[src/rtl/alu_issue_if.sv]
// Request/response channels between decode/issue logic and the alu_issue front-end.
// The master drives requests and consumes responses; the slave is the front-end.
interface alu_issue_if #(
    parameter int TAGW = 4
);
    logic            req_valid;
    logic            req_ready;
    logic [31:0]     req_a;
    logic [31:0]     req_b;
    logic [1:0]      req_op;
    logic [TAGW-1:0] req_tag;

    logic            rsp_valid;
    logic            rsp_ready;
    logic [31:0]     rsp_data;
    logic [3:0]      rsp_flags;
    logic [TAGW-1:0] rsp_tag;

    modport master (
        output req_valid, req_a, req_b, req_op, req_tag,
        input  req_ready,
        input  rsp_valid, rsp_data, rsp_flags, rsp_tag,
        output rsp_ready
    );

    modport slave (
        input  req_valid, req_a, req_b, req_op, req_tag,
        output req_ready,
        output rsp_valid, rsp_data, rsp_flags, rsp_tag,
        input  rsp_ready
    );
endinterface

[src/rtl/alu_issue.sv]
// Two-stage issue front-end for a combinational ALU: registers operands into the ALU,
// captures the settled result into a tagged result FIFO, and tracks sticky overflow.
module alu_issue #(
    parameter int DEPTH = 2,
    parameter int TAGW  = 4
) (
    input  logic        clk,
    input  logic        rst_n,
    alu_issue_if.slave  bus,
    output logic [31:0] alu_a,
    output logic [31:0] alu_b,
    output logic [1:0]  alu_ctrl,
    input  logic [31:0] alu_out,
    input  logic        alu_carry,
    input  logic        alu_zero,
    input  logic        alu_ovf,
    input  logic        alu_neg,
    output logic        ovf_sticky,
    input  logic        clr_ovf,
    output logic        busy
);

    localparam int PW = (DEPTH > 1) ? $clog2(DEPTH) : 1;
    localparam int CW = $clog2(DEPTH + 1);
    localparam int OW = CW + 1;

    typedef struct packed {
        logic [31:0]     data;
        logic [3:0]      flags;
        logic [TAGW-1:0] tag;
    } entry_t;

    logic            vld_p1;
    logic [TAGW-1:0] tag_p1;

    entry_t          mem [DEPTH];
    logic [PW-1:0]   wr_ptr;
    logic [PW-1:0]   rd_ptr;
    logic [CW-1:0]   count;
    logic [OW-1:0]   occ;

    logic            accept;
    logic            push;
    logic            pop;
    entry_t          push_ent;
    entry_t          head;

    // Only add (00) and sub (10) produce meaningful carry/overflow.
    function automatic logic [3:0] mk_flags(input logic [1:0] op, input logic n,
                                            input logic z, input logic v, input logic c);
        logic arith;
        arith = ~op[0];
        return {n, z, v & arith, c & arith};
    endfunction

    function automatic logic [PW-1:0] ptr_inc(input logic [PW-1:0] p);
        if (p == PW'(DEPTH - 1))
            return '0;
        else
            return p + 1'b1;
    endfunction

    assign push   = vld_p1;
    assign pop    = bus.rsp_valid && bus.rsp_ready;
    // Room is counted over everything in flight, including the op still in the ALU.
    assign occ    = {1'b0, count} + OW'(vld_p1) - OW'(pop);
    assign bus.req_ready = (occ < OW'(DEPTH));
    assign accept = bus.req_valid && bus.req_ready;

    assign push_ent = '{data:  alu_out,
                        flags: mk_flags(alu_ctrl, alu_neg, alu_zero, alu_ovf, alu_carry),
                        tag:   tag_p1};

    // ISSUE stage -> p1: operands held at the ALU inputs while it settles
    always_ff @(posedge clk or negedge rst_n) begin
        if (!rst_n) begin
            alu_a    <= '0;
            alu_b    <= '0;
            alu_ctrl <= '0;
            tag_p1   <= '0;
            vld_p1   <= 1'b0;
        end else begin
            vld_p1 <= accept;
            if (accept) begin
                alu_a    <= bus.req_a;
                alu_b    <= bus.req_b;
                alu_ctrl <= bus.req_op;
                tag_p1   <= bus.req_tag;
            end
        end
    end

    // EXEC stage -> FIFO: settled ALU result captured at the end of the exec cycle
    always_ff @(posedge clk) begin
        if (push)
            mem[wr_ptr] <= push_ent;
    end

    always_ff @(posedge clk or negedge rst_n) begin
        if (!rst_n) begin
            wr_ptr <= '0;
            rd_ptr <= '0;
            count  <= '0;
        end else begin
            if (push)
                wr_ptr <= ptr_inc(wr_ptr);
            if (pop)
                rd_ptr <= ptr_inc(rd_ptr);
            count <= count + CW'(push) - CW'(pop);
        end
    end

    always_ff @(posedge clk or negedge rst_n) begin
        if (!rst_n)
            ovf_sticky <= 1'b0;
        else if (push && push_ent.flags[1])
            ovf_sticky <= 1'b1;
        else if (clr_ovf)
            ovf_sticky <= 1'b0;
    end

    // Response fields read zero whenever nothing is presented.
    assign head          = mem[rd_ptr];
    assign bus.rsp_valid = (count != '0);
    assign bus.rsp_data  = bus.rsp_valid ? head.data  : '0;
    assign bus.rsp_flags = bus.rsp_valid ? head.flags : '0;
    assign bus.rsp_tag   = bus.rsp_valid ? head.tag   : '0;

    assign busy = vld_p1 || bus.rsp_valid;

endmodule

[src/flat_wrapper.sv]
// flat-port wrapper written by rule: the top's interface ports become plain ports
module alu_issue_flat 
#(
    parameter int DEPTH = 2,
    parameter int TAGW  = 4
)
  (clk, rst_n, alu_a, alu_b, alu_ctrl, alu_out, alu_carry, alu_zero, alu_ovf, alu_neg, ovf_sticky, clr_ovf, busy, bus_req_valid, bus_req_a, bus_req_b, bus_req_op, bus_req_tag, bus_req_ready, bus_rsp_valid, bus_rsp_data, bus_rsp_flags, bus_rsp_tag, bus_rsp_ready);
  alu_issue_if #(.TAGW(TAGW)) bus_i ();
  input  logic clk;
  input  logic rst_n;
  output logic [31:0] alu_a;
  output logic [31:0] alu_b;
  output logic [1:0] alu_ctrl;
  input  logic [31:0] alu_out;
  input  logic alu_carry;
  input  logic alu_zero;
  input  logic alu_ovf;
  input  logic alu_neg;
  output logic ovf_sticky;
  input  logic clr_ovf;
  output logic busy;
  input wire logic [$bits(bus_i.req_valid)-1:0] bus_req_valid;
  input wire logic [$bits(bus_i.req_a)-1:0] bus_req_a;
  input wire logic [$bits(bus_i.req_b)-1:0] bus_req_b;
  input wire logic [$bits(bus_i.req_op)-1:0] bus_req_op;
  input wire logic [$bits(bus_i.req_tag)-1:0] bus_req_tag;
  output wire logic [$bits(bus_i.req_ready)-1:0] bus_req_ready;
  output wire logic [$bits(bus_i.rsp_valid)-1:0] bus_rsp_valid;
  output wire logic [$bits(bus_i.rsp_data)-1:0] bus_rsp_data;
  output wire logic [$bits(bus_i.rsp_flags)-1:0] bus_rsp_flags;
  output wire logic [$bits(bus_i.rsp_tag)-1:0] bus_rsp_tag;
  input wire logic [$bits(bus_i.rsp_ready)-1:0] bus_rsp_ready;
  assign bus_i.req_valid = bus_req_valid;
  assign bus_i.req_a = bus_req_a;
  assign bus_i.req_b = bus_req_b;
  assign bus_i.req_op = bus_req_op;
  assign bus_i.req_tag = bus_req_tag;
  assign bus_req_ready = bus_i.req_ready;
  assign bus_rsp_valid = bus_i.rsp_valid;
  assign bus_rsp_data = bus_i.rsp_data;
  assign bus_rsp_flags = bus_i.rsp_flags;
  assign bus_rsp_tag = bus_i.rsp_tag;
  assign bus_i.rsp_ready = bus_rsp_ready;
  alu_issue #(.DEPTH(DEPTH), .TAGW(TAGW)) u_core (.clk(clk), .rst_n(rst_n), .bus(bus_i), .alu_a(alu_a), .alu_b(alu_b), .alu_ctrl(alu_ctrl), .alu_out(alu_out), .alu_carry(alu_carry), .alu_zero(alu_zero), .alu_ovf(alu_ovf), .alu_neg(alu_neg), .ovf_sticky(ovf_sticky), .clr_ovf(clr_ovf), .busy(busy));
endmodule
[config.mk]
export PLATFORM = sky130hd
export DESIGN_NAME = alu_issue_flat
export DESIGN_NICKNAME = d
export VERILOG_FILES = /design/src/rtl/alu_issue_if.sv /design/src/rtl/alu_issue.sv /design/src/flat_wrapper.sv
export SDC_FILE = /design/constraint.sdc
export NUM_CORES = 1
export LEC_CHECK = 0
export ABC_CLOCK_PERIOD_IN_PS = 3600
export CAP_MARGIN = 20
export CORE_UTILIZATION = 45
export CTS_CLUSTER_DIAMETER = 50
export DETAILED_ROUTE_END_ITERATION = 16
export PLACE_DENSITY = 0.88
export SYNTH_ARGS = -nofsm -noshare
export SYNTH_HDL_FRONTEND = slang
export SYNTH_SLANG_ARGS = --single-unit
[constraint.sdc]
create_clock -name clk -period 3.6 [get_ports clk]
set_input_delay 0.54 -clock clk [delete_from_list [all_inputs] [get_ports clk]]
set_output_delay 0.54 -clock clk [all_outputs]
set_load 0.02 [all_outputs]
-- Word level (Yosys, flattened, before mapping)
Memory sizes are Yosys's and may differ from the RTL's.
Index checks and enable logic that the tools add are counted.
- register bits: 76
- bits in writable memories: 80
- bits of input ports: 111
- output and inout bits: 110
- word-level logic and storage cells: 35
- memories kept: 1
- add/subtract/negate cells: 6
- $lt $le $gt $ge: 1
- multiplexer cells: 9
- bitwise logic cells: 3
- reduce and logical (&&, ||, !) cells: 6
- memory list (name ; words ; width ; rd ports ; clocked after Yosys merged registers in ; wr ports ; line ; text):
    u_core.mem ; 2 ; 40 ; 1 ; 0 ; 1 ; alu_issue.sv:36 ; entry_t mem [DEPTH];
- operators by type and width (kind ; number):
    $mux 32 ; 1
    $mux 4 ; 2
    $mux 1 ; 6
    $reduce_bool 2->1 ; 2
    $add 2x1->3 ; 1
    $logic_and 1x1->1 ; 3
    $lt 3x2->1 const B ; 1
    $sub 3x1->3 ; 1
    $add 1x1->1 const B ; 2
    $add 2x1->2 ; 1
    $and 1x1->1 ; 2
    $sub 2x1->2 ; 1
    $logic_or 1x1->1 ; 1
    $not 1->1 ; 1

-- Logic depth before layout (Yosys ltp)
- word-level depth: 5
- mapped depth: 12
- gate-level depth less buffers: 10

-- Least setup slack after synthesis
Ideal clock, no wire load.
- path type: reg2reg
- start: register u_core.count[1]
- end: register u_core.alu_a[0]
- setup time: 0.125 ns
- arrival time: 2.780 ns
- data required time: 3.475 ns
- slack: 0.695 ns
- stages on the path, launching flop included: 13
- buffers on the path: 2
- clock period less this slack: 2.905 ns
- path through: dfrtp_1 nor2_1 inv_1 and2_1 ha_1 inv_1 ha_1 fa_1 xnor2_1 nor3b_2 buf_6 buf_12 mux2_4
- longest elaborated chain between the ends: 5
- elaborated cells on any way between the ends: 6
- classes of those cells: add/sub (2); order compare (1); reduce/logical (3)
- RTL lines (element ; line ; text):
    from (decl) ; alu_issue.sv:39 ; logic [CW-1:0] count;
    from (signal assigned) ; alu_issue.sv:109 ; count <= count + CW'(push) - CW'(pop);
    $reduce_bool 2->1 ; alu_issue.sv:124 ; assign bus.rsp_valid = (count != '0);
    via bus_rsp_valid ; flat_wrapper.sv:28 ; output wire logic [$bits(bus_i.rsp_valid)-1:0] bus_rsp_valid;
    $logic_and 1x1->1 ; alu_issue.sv:64 ; assign pop = bus.rsp_valid && bus.rsp_ready;
    via u_core.pop ; alu_issue.sv:44 ; logic pop;
    $sub 3x1->3 ; alu_issue.sv:66 ; assign occ = {1'b0, count} + OW'(vld_p1) - OW'(pop);
    $lt 3x2->1 ; alu_issue.sv:67 ; assign bus.req_ready = (occ < OW'(DEPTH));
    $logic_and 1x1->1 ; alu_issue.sv:68 ; assign accept = bus.req_valid && bus.req_ready;
    to (signal assigned) ; alu_issue.sv:85 ; alu_a <= bus.req_a;
    to (decl) ; alu_issue.sv:10 ; output logic [31:0] alu_a,
The timed path passes the listed nets, and every way through them passes these cells.
A chain may end at the register's enable or synchronous reset.

-- Final worst setup path
- start: register u_core.count[1]
- end: output bus_req_ready
- longest elaborated chain between the ends: 4
- elaborated cells on any way between the ends: 5
- classes of those cells: add/sub (2); order compare (1); reduce/logical (2)
- RTL lines (element ; line ; text):
    $reduce_bool 2->1 ; alu_issue.sv:124 ;
    $logic_and 1x1->1 ; alu_issue.sv:64 ;
    via u_core.pop ; alu_issue.sv:44 ;
    $sub 3x1->3 ; alu_issue.sv:66 ;
    $lt 3x2->1 ; alu_issue.sv:67 ;
    to (decl) ; flat_wrapper.sv:27 ; output wire logic [$bits(bus_i.req_ready)-1:0] bus_req_ready;
The timed path passes the listed nets, and every way through them passes these cells.

==> summary.md <==
| Metric | Value |
|---|---|
| Synth Instances | 346 |
| Area after DPL | 8592 sq um |
| Fin Clk Skew | 0.006579 ns |
| Vias in the first global route | 3951 |
| Post-route minimum period | 3.372 ns |
| CTS Root Cell | clkbuf_16 |
| Post-layout instance count excluding filler cells | 764 |
| Die Y | 119.9 microns |
| CP Launch Type | flop |
| CTS H-Tree Depth | 4 |
| Layout cells sized above 1 | 19.05% |
| Starting Density | 46.67% |
| Gr usage total | 18.44% |
| Seq/Total Area, Yosys | 68.83% |
| Area leader, netlist | edfxtp_1 |
| Unique cell type count in the Yosys netlist | 21 |
| CTS clock-pin slew for the worst setup and hold paths | 0.06 ns |
| CTS Sinks | 156 |
| CP max stage cell | dfrtp_1 |
| Peak per-stage delay on the critical path | 0.42 ns |
| Placed cells | 732 |
| Vias after detailed routing | 3618 |
| CP Class | flop to output port |
| Initial antenna violation count | 0 |
| Die area | 14370 sq um |
| Hold_buf cts | 0 |
| Worst skew pair latency | 0.41 ns |
| Worst slew pin tran | 0.9642 ns |
| TritonCTS Buffers | 17 |
| Pwr dens | 972.2 nW/um^2 |
| Pleak | 3.733 nW |
| Fmax | 296.5 MHz |
| GRT Residual Overflow | 0 |
| Final WS setup | 0.2276 ns |
| Std-Cell Rows | 42 |
| Run status | finished, final reports clean |
| CTS max path bufs | 2 |
| First-pass GRT wire length | 19.87 mm |
| Die X | 119.9 microns |
| Crit end category | output port |
| Peak supply drop | 0.5958 mV |
| Worst-path cell chain | nor2_2 -> inv_1 -> and2_1 -> ha_1 -> inv_1 -> ha_1 -> fa_1 -> xnor2_1 -> nor2_1 -> dlygate4sd2_1 |
| Area Growth Syn to Fin | 47.26% |
| Initial DRC Count | 152 |
| Post-DR wirelength/cell | 16.58 microns |
| Syn_nets | 460 |
| Port Buf Inserts | 220 |
| Post-synthesis register bit count | 156 |
| Unrepaired setup endpoints after global routing | false |
| Setup TNS | 0 ns |
| Final setup violation count | 0 |
| Max-slew violation count | 0 |
| Utilization after layout | 68.72% |
| Tcrit/Tclk final | 93.68% |
| Max Fanout on Critical Path | 4 |
| Gpl congestion | 0.7289 |
| Ant. Diodes | 0 |
| Top post-synthesis cells by area | edfxtp_1 38%, dfrtp_1 30%, mux2_4 17%, mux2i_1 6.4%, nor2_1 2.5% |
| Final Hold Viols | 0 |
| DPL Wire Length | 8.892 mm |
| Drt first pass iters | 4 |
| Antenna-violating nets left | 0 |
| Pwr Total | 8.953 mW |
| Worst Hold Class | primary input to asynchronous set/reset pin |
| Setup crit start | u_core.count[1] |
| I/O pins | 221 |
| Post-Syn Area | 6253 sq um |
| Hold_ws | 0.2758 ns |
| PostCTS Resize Cnt | 1 |
| YS warnings | 0 |
| Via/cell ratio | 4.736 |
| Routed wire length | 12.67 mm |
| Fin area | 9209 sq um |
| WP data required | 3.06 ns |
| Post-CTS Setup Bufs | 0 |
| Synth top area share | 38.42% |
| Max_cap viols | 0 |
| Largest net degree at the start of global routing | 77 |
| Fin nets | 689 |
| Worst r2r src | u_core.count[1] |
| Slew headroom | 35.72% |
| CTS tree | done |
| Core area | 13400 sq um |
| Drc violations | 0 |
| Place WS | 0.1074 ns |
| Synthesized area per cell | 18.07 sq um |
| CP arrival | 2.83 ns |
-- flip-flops by register name, summed over array words and instances (netlist names) --
register	flops
u_core.alu_a	32
u_core.rd_ptr	1
u_core.push	1
u_core.ovf_sticky	1
u_core.count	2
u_core.alu_b	32
u_core.alu_ctrl	2
u_core.tag_p1	4
u_core.mem	80
u_core.wr_ptr	1
-- critical path, delay by kind of cell, from the launching register on --
kind,cells,cell delay (ns)
xor gates and xnor gates,1,0.28
adders and majority gates,3,0.84
buffers and inverters,3,0.45
DFF,1,0.42
and+or+nand+nor,3,0.43
-- routing by layer --
layer  routed length, microns  global-route usage, %  part of all wire (%)  up-vias
li1                         -                      -                     -     1689
met1                     5333                  22.40                    42     1746
met2                     6219                  30.74                    49      162
met3                      854                  5.133                   6.7       21
met4                      258                  8.047                   2.0        0
met5                        0                      0                     0        -
-- cell families after synthesis --
group / count (synthesis) / synth area share [%]
XOR/XNOR: 3 / 0.4202
AND/OR/NAND/NOR: 50 / 3.401
AO/OA/AOI/OAI: 1 / 0.07996
adder cells (fa/ha/maj): 3 / 0.7202
multiplexers: 110 / 23.15
buffers and inverters: 23 / 3.401
flip-flops: 156 / 68.83
-- worst paths after layout --
path                                     to  slack [ns]  cells after the start
min                         u_core.alu_b[2]        0.28                      1
max in group asynchronous     u_core.rd_ptr        2.66                      1
max reg2reg                u_core.alu_b[24]        0.49                     11
min in group clk           u_core.mem[1][3]        0.48                      0
max                           bus_req_ready        0.23                     10
min reg2reg                u_core.mem[1][3]        0.48                      0
-- Yosys cell counts --
cell type  instances
edfxtp_1          80
dfrtp_1           76
mux2_4            69
nor2_1            42
mux2i_1           40
buf_12             7
inv_1              6
clkbuf_1           5
buf_2              4
nor2b_1            3
and2_1             2
ha_1               2
xor2_1             2
buf_6              1
fa_1               1
mux2_2             1
nand2_1            1
nor3b_2            1
o21ai_0            1
or3_2              1
xnor2_1            1
-- where the power goes --
group / leakage [nW] / total, mW / switching (mW) / internal (mW)
Clock: 0.298 / 1.86 / 0.694 / 1.16
Combinational: 1.81 / 4.22 / 1.86 / 2.35
Sequential: 1.63 / 2.88 / 0.400 / 2.48
Total: 3.73 / 8.95 / 2.96 / 6.00
-- final cells by class --
cell class / instances / area (sq um)
sequential: 156 / 4305
timing repair buffer: 227 / 2288
inverter: 6 / 22.52
tap: 176 / 220.2
clock buffer: 18 / 429.2
clock inverter: 14 / 188.9
multi-input combinational: 167 / 1754
fill: 888 / 4192
-- placed cells by master (no fill, tap or decap), types with 3 or more instances in the layout --
| master | Yosys | final |
|---|---|---|
| clkdlybuf4s50_1 | 0 | 218 |
| edfxtp_1 | 80 | 80 |
| dfrtp_1 | 76 | 75 |
| mux2_4 | 69 | 69 |
| nor2_1 | 42 | 41 |
| mux2i_1 | 40 | 40 |
| clkbuf_16 | 0 | 17 |
| inv_1 | 6 | 6 |
| buf_4 | 0 | 5 |
| bufinv_16 | 0 | 4 |
| inv_6 | 0 | 4 |
| clkinv_1 | 0 | 3 |
| buf_12 | 7 | 3 |
No activity file was read; power rests on OpenSTA's default activity.
